<file path="src/rtl/data_mem_ctrl_pkg.sv">
// Shared definitions for the data-memory load/store/copy sequencer:
// request op encodings, FSM states and default bus widths.
package data_mem_ctrl_pkg;

    localparam int ADDR_W_DEF = 8;
    localparam int DATA_W_DEF = 8;

    typedef enum logic [1:0] {
        OP_LOAD  = 2'b00,
        OP_STORE = 2'b01,
        OP_COPY  = 2'b10,
        OP_RSVD  = 2'b11
    } op_t;

    typedef enum logic [2:0] {
        IDLE   = 3'd0,
        LD_RD  = 3'd1,
        LD_CAP = 3'd2,
        ST_WR  = 3'd3,
        CP_RD  = 3'd4,
        CP_WR  = 3'd5
    } state_t;

endpackage

</file>
<file path="src/rtl/data_mem_ctrl.sv">
// Load/store/copy sequencer in front of a synchronous data memory with a
// one-cycle registered read; returns exactly one response per request.
module data_mem_ctrl
    import data_mem_ctrl_pkg::*;
#(
    parameter int ADDR_W = ADDR_W_DEF,
    parameter int DATA_W = DATA_W_DEF
) (
    input  logic              clk,
    input  logic              rst,
    input  logic              req_valid,
    output logic              req_ready,
    input  logic [1:0]        req_op,
    input  logic [ADDR_W-1:0] req_addr,
    input  logic [ADDR_W-1:0] req_dst,
    input  logic [7:0]        req_len,
    input  logic [DATA_W-1:0] req_wdata,
    output logic              rsp_valid,
    output logic [DATA_W-1:0] rsp_rdata,
    output logic              rsp_err,
    output logic              mem_read,
    output logic              mem_write,
    output logic [ADDR_W-1:0] mem_addr,
    output logic [DATA_W-1:0] mem_wdata,
    input  logic [DATA_W-1:0] mem_rdata
);

    state_t            state;
    state_t            next_state;
    logic              accept;
    logic [ADDR_W-1:0] src_addr;
    logic [ADDR_W-1:0] dst_addr;
    logic [7:0]        count;
    logic [DATA_W-1:0] wdata_q;

    always_ff @(posedge clk or posedge rst) begin
        if (rst) begin
            state <= IDLE;
        end else begin
            // NOTE: non-blocking so every register samples pre-edge values,
            // independent of process evaluation order.
            state <= next_state;
        end
    end

    always_comb begin
        // NOTE: every output gets a default first so no path leaves one
        // unassigned, which would infer a latch.
        next_state = state;
        accept     = 1'b0;
        req_ready  = 1'b0;
        mem_read   = 1'b0;
        mem_write  = 1'b0;
        mem_addr   = '0;
        mem_wdata  = '0;
        case (state)
            IDLE: begin
                req_ready = 1'b1;
                if (req_valid) begin
                    accept = 1'b1;
                    case (req_op)
                        OP_LOAD:  next_state = LD_RD;
                        OP_STORE: next_state = ST_WR;
                        OP_COPY:  next_state = (req_len != 8'd0) ? CP_RD : IDLE;
                        default:  next_state = IDLE;
                    endcase
                end
            end
            LD_RD: begin
                mem_read   = 1'b1;
                mem_addr   = src_addr;
                next_state = LD_CAP;
            end
            LD_CAP: begin
                next_state = IDLE;
            end
            ST_WR: begin
                mem_write  = 1'b1;
                mem_addr   = src_addr;
                mem_wdata  = wdata_q;
                next_state = IDLE;
            end
            CP_RD: begin
                mem_read   = 1'b1;
                mem_addr   = src_addr;
                next_state = CP_WR;
            end
            CP_WR: begin
                // Memory output is the byte fetched in the preceding CP_RD.
                mem_write  = 1'b1;
                mem_addr   = dst_addr;
                mem_wdata  = mem_rdata;
                next_state = (count == 8'd1) ? IDLE : CP_RD;
            end
            default: begin
                next_state = IDLE;
            end
        endcase
    end

    always_ff @(posedge clk or posedge rst) begin
        if (rst) begin
            src_addr  <= '0;
            dst_addr  <= '0;
            count     <= '0;
            wdata_q   <= '0;
            rsp_valid <= 1'b0;
            rsp_rdata <= '0;
            rsp_err   <= 1'b0;
        end else begin
            rsp_valid <= 1'b0;
            rsp_err   <= 1'b0;

            if (accept) begin
                src_addr <= req_addr;
                dst_addr <= req_dst;
                count    <= req_len;
                wdata_q  <= req_wdata;
                if (req_op == OP_RSVD) begin
                    rsp_valid <= 1'b1;
                    rsp_err   <= 1'b1;
                    rsp_rdata <= '0;
                end else if (req_op == OP_COPY && req_len == 8'd0) begin
                    rsp_valid <= 1'b1;
                    rsp_rdata <= '0;
                end
            end

            case (state)
                LD_CAP: begin
                    rsp_valid <= 1'b1;
                    rsp_rdata <= mem_rdata;
                end
                ST_WR: begin
                    rsp_valid <= 1'b1;
                    rsp_rdata <= wdata_q;
                end
                CP_WR: begin
                    // rsp_rdata doubles as the copy hold register; it is only
                    // meaningful once rsp_valid rises after the final byte.
                    rsp_rdata <= mem_rdata;
                    src_addr  <= src_addr + ADDR_W'(1);
                    dst_addr  <= dst_addr + ADDR_W'(1);
                    count     <= count - 8'd1;
                    if (count == 8'd1) begin
                        rsp_valid <= 1'b1;
                    end
                end
                default: ;
            endcase
        end
    end

endmodule

</file>
<file path="config.mk">
export PLATFORM = sky130hd
export DESIGN_NAME = data_mem_ctrl
export DESIGN_NICKNAME = d
export VERILOG_FILES = /design/src/rtl/data_mem_ctrl_pkg.sv /design/src/rtl/data_mem_ctrl.sv
export SDC_FILE = /design/constraint.sdc
export NUM_CORES = 1
export LEC_CHECK = 0
export ABC_AREA = 1
export BUFFER_PORTS_ARGS = -buffer_cell sky130_fd_sc_hd__buf_2
export CAP_MARGIN = 5
export CELL_PAD_IN_SITES_DETAIL_PLACEMENT = 2
export CELL_PAD_IN_SITES_GLOBAL_PLACEMENT = 2
export CORE_MARGIN = 8
export CORE_UTILIZATION = 31
export DETAILED_ROUTE_END_ITERATION = 8
export PLACE_DENSITY = 0.93
export RECOVER_POWER = 50
export SYNTH_ARGS = -nofsm -noshare
export SYNTH_HDL_FRONTEND = slang
export SYNTH_SLANG_ARGS = --single-unit
export TNS_END_PERCENT = 100
</file>
<file path="constraint.sdc">
create_clock -name clk -period 2.1 [get_ports clk]
set_input_delay 0.42 -clock clk [delete_from_list [all_inputs] [get_ports clk]]
set_output_delay 0.42 -clock clk [all_outputs]
set_load 0.02 [all_outputs]
</file>
# Word-level counts from Yosys, hierarchy flattened
# Cells that the tools add are included.
# totals
rom_bits	0
wordCells	64
inputBits	45
ram_bits	0
latch_bits	0
register_bits	45
output_inout_bits	29
memories	0
# classes
shift	0
mux	29
mul	0
n_reduce_logical	14
n_addsub	3
bitwise_logic	0
order_cmp	0
n_eq_ne	10
n_div	0
# ops
operator	n
$mux W8	9
$pmux W8 S2	3
$add A8 B1 Y8 const B	2
$pmux W3 S4	1
$mux W1	11
$mux W3	3
$pmux W3 S3	1
$eq A8 B1 Y1 const B	1
$logic_not A8 Y1	1
$reduce_bool A8 Y1	1
$reduce_or A2 Y1	4
$sub A8 B1 Y8 const B	1
$eq A3 B2 Y1 const B	2
$eq A3 B3 Y1 const B	2
$eq A2 B2 Y1 const B	2
$reduce_bool A4 Y1	1
$eq A3 B1 Y1 const B	1
$logic_not A3 Y1	1
$reduce_bool A3 Y1	1
$reduce_or A3 Y1	1
$eq A2 B1 Y1 const B	1
$logic_not A2 Y1	1
$ne A2 B2 Y1 const B	1
$pmux W1 S2	1
other kinds (3)	3

# Logic depth before layout (Yosys ltp)
# logic_depth
word_depth	7
ltp_mapped	8
depth_no_buf	8

# Worst setup path before layout
# OpenSTA, ideal clock, no wires.
# synth_path
kind	register -> output
from	register state[0]
to	output mem_addr[0]
stages_incl_launch_ff	7
t_required_ns	1.680
slack_ns	0.242
arrival_ns	1.438
path_buffers	1
path_cell_list	dfrtp_1 buf_4 inv_1 nand2_1 and3_1 nor2_4 o22ai_1
# synth_via
elab_chain_len	3
elab_cells_between_ends	6
classes_between	eq/ne: 4; mux: 1; reduce/logical: 1
# synth_rtl
element	line	source
from (decl)	data_mem_ctrl.sv:28	state_t state;
from (signal assigned)	data_mem_ctrl.sv:42	state <= next_state;
$eq A3 B3 Y1, or another cell as far along	data_mem_ctrl.sv:56	case (state)
$reduce_or A3 Y1 (no line)	--	
$pmux W8 S2 *	data_mem_ctrl.sv:56	
to (decl)	data_mem_ctrl.sv:23	output logic [ADDR_W-1:0] mem_addr,
# Mark *: on every way between the ends. The rest lies on a longest branch, timed or not.

# Worst setup path in the final report
# layout_path
from	register state[1]
to	output mem_addr[2]
# Same word-level chain as after synthesis.

==> impl_metrics.tcl <==
set metrics [dict create \
    outcome "finished, final reports clean" \
    area_growth_pct 25.2 \
    r2r_slack_ps 170 \
    grt_max_degree 46 \
    route.detailed.drc 0 \
    synth_warnings 0 \
    synth_flop_cell "dfrtp_1" \
    power_leakage_uw 0.00179 \
    worstPathRequired_ps 1680 \
    n_antenna_cell 0 \
    tns_ps 0 \
    hold_violations 0 \
    port_buffers 73 \
    synth_commonest_cells "106 x nand2_1, 48 x nor2_1, 45 x dfrtp_1, 34 x inv_1, 34 x nand3_1" \
    syn_nets 426 \
    die_y_um 111 \
    cts_tree "done" \
    slew_headroom_pct 16.8 \
    pwr-share-comb_pct 58.1 \
    numCtsBuffers 5 \
    min-delay-start "req_wdata[6]" \
    h-tree-depth 2 \
    fmax_mhz 478 \
    stdcell_count 580 \
    clkSinkCount 45 \
    firstDrtPassIters 4 \
    syn_area_per_cell_um2 7.43 \
    crit_arrival_ps 1670 \
    synth_area_um2 2800 \
    clk_latency_ps 320 \
    min_path_type "input pin to flip-flop" \
    synth_seq_area_share_pct 40.2 \
    die-area_um2 12300 \
    synth_cells 377 \
    clock_tree.buffer_depth 2 \
    drive_gt1_share_pct 27.1 \
    wl_um 13600 \
    viasPerCell 5.42 \
    reg2reg_from "state[0]$_DFFE_PP0P_" \
    drtIter0Drc 177 \
    ant_nets 0 \
    intPower_uw 2550 \
    worstReg2RegEnd "dst_addr[7]$_DFFE_PP0P_" \
    hpwl_um 8500 \
    core_um2 8760 \
    grt.overflow.total 0 \
    tightest_slew_ps 1250 \
    gp_congestion 0.827 \
    antenna_found_initial 0 \
    path_clk_slew_ps 120 \
    min_period_ps 2090 \
    critPathKind "flip-flop to primary output" \
    num_vias 3142 \
    async_flop_share_pct 100 \
    setup_viol_count_final 0 \
    design_area_um2 3510 \
    synthTopCellsByArea "dfrtp_1 40%, nand2_1 14%, nor2_1 6.4%" \
    grt_pass1_wl_um 19100 \
    drv_slew 0 \
    hold_depth 3 \
    holdBufCountCts 0 \
    routedWlPerCell_um 23.5 \
    p_switching_uw 3060 \
    postPlaceCellArea_um2 3280 \
    io_pins 74 \
    holdPathEnd "wdata_q[6]$_DFFE_PP0P_" \
    yosysMostFrequentCell "nand2_1" \
    final_nets 520 \
    pwr-share-clk_pct 11.0 \
    synth_top_cell_by_area "dfrtp_1" \
    synth_top_area_share_pct 40.2 \
    p_sw_share_pct 54.6 \
    cts_root_buf "clkbuf_8" \
    skew_ps 14.8 \
    start_util_pct 32.0 \
    ys_seq_elements 45 \
    vdd_drop_max_v 0.000418 \
    crit_path_end_kind "primary output" \
    critPathMaxFanout 6 \
    startpoint_type "flip-flop" \
    sequentialPowerShare_pct 30.8 \
    grt_util_all_layers_pct 19.0 \
    num_rows 34 \
    power_density_nw_per_um2 1600 \
    reg2reg_depth 7 \
    cap_violations 0 \
    fin_crit_sh_pct 99.5 \
    dp_cells 557 \
    synth_cell_types 34 \
    grt_pass1_vias 3426 \
    die_x_um 111 \
    synth_edf_count 0 \
]
[registers in the layout, summed over array words and instances, names as in the netlist]
name and flops:
count 8, state 3, rsp_rdata 8, dst_addr 8, rsp_err 1, rsp_valid 1
wdata_q 8, src_addr 8
[area by class of cell]
cell class                 instances  area [um^2]
tap                              108          135
inverter                          39          151
fill                            1032         5250
sequential                        45         1130
timing repair buffer             100          564
multi-input combinational        280         1440
clock buffer                       5         68.8
clock inverter                     3         25.0
[how the worst max path moves through the flow]
stage / to / slack (ps) / startpoint
after floorplan: mem_addr[0] / 240 / state[0]$_DFFE_PP0P_
after global placement: mem_addr[6] / 330 / state[0]$_DFFE_PP0P_
after detailed placement: mem_addr[0] / 190 / state[0]$_DFFE_PP0P_
after CTS: mem_wdata[7] / 20 / state[1]$_DFFE_PP0P_
after global routing: mem_addr[2] / -50 / state[1]$_DFFE_PP0P_
final: mem_addr[2] / 10 / state[1]$_DFFE_PP0P_
[metrics by stage]
stage          util [%]  total power [uW]  setup slack [ps]  hold WS [ps]
5_1_grt            40.0              5940             -51.6           320
6_report           40.0              5620              9.52           301
4_1_cts            39.4              5320              16.4           272
3_5_place_dp       37.5              4500               190           490
3_3_place_gp       37.5              4250               327           479
2_1_floorplan         -              3520               242           471
[power groups by stage]
stage	sequential [uW]	combinational [uW]	clock (uW)
after CTS	1670	3020	623
after floorplan	1660	1860	0
after detailed placement	1680	2820	0
after global placement	1640	2610	0
final	1730	3260	620
after global routing	1760	3510	672
[what timing repair did]
item                                    CTS  global route
pin swaps                                 1             3
endpoints found under the setup margin   16            14
resized for setup                        11             5
setup buffers                             7             8
endpoints found under the hold margin     0             0
[layout by cell type (no fill, tap or decap), types with 10 or more instances in the layout]
master,Yosys,final
nand2_1,106,105
o21ai_0,20,20
inv_1,34,32
nor2_1,48,49
dfrtp_1,45,43
o21ai_1,18,17
buf_4,3,28
nand3_1,34,34
buf_2,4,60
clkbuf_1,0,10
[critical path, stage by stage (launching register included)]
cell and delay, ps:
dfrtp_2 530, inv_2 110, and3_4 210, nor2_4 200
o22ai_2 150, buf_6 160
[layer usage]
layer	GRT usage, %	vias up	part of all wire (%)
li1	-	1419	-
met1	22.4	1581	41
met2	33.6	107	52
met3	2.65	35	3.8
met4	7.56	0	3.4
met5	0	-	0
[cell families after synthesis]
| family | Yosys count | share of synthesized area (%) |
|---|---|---|
| simple gates | 208 | 33.7 |
| compound gates | 67 | 14.9 |
| buf+inv | 52 | 9.15 |
| flops | 45 | 40.2 |
| fa+ha+maj | 4 | 1.79 |
| xor+xnor | 1 | 0.313 |
(Power assumes the default switching activity.)
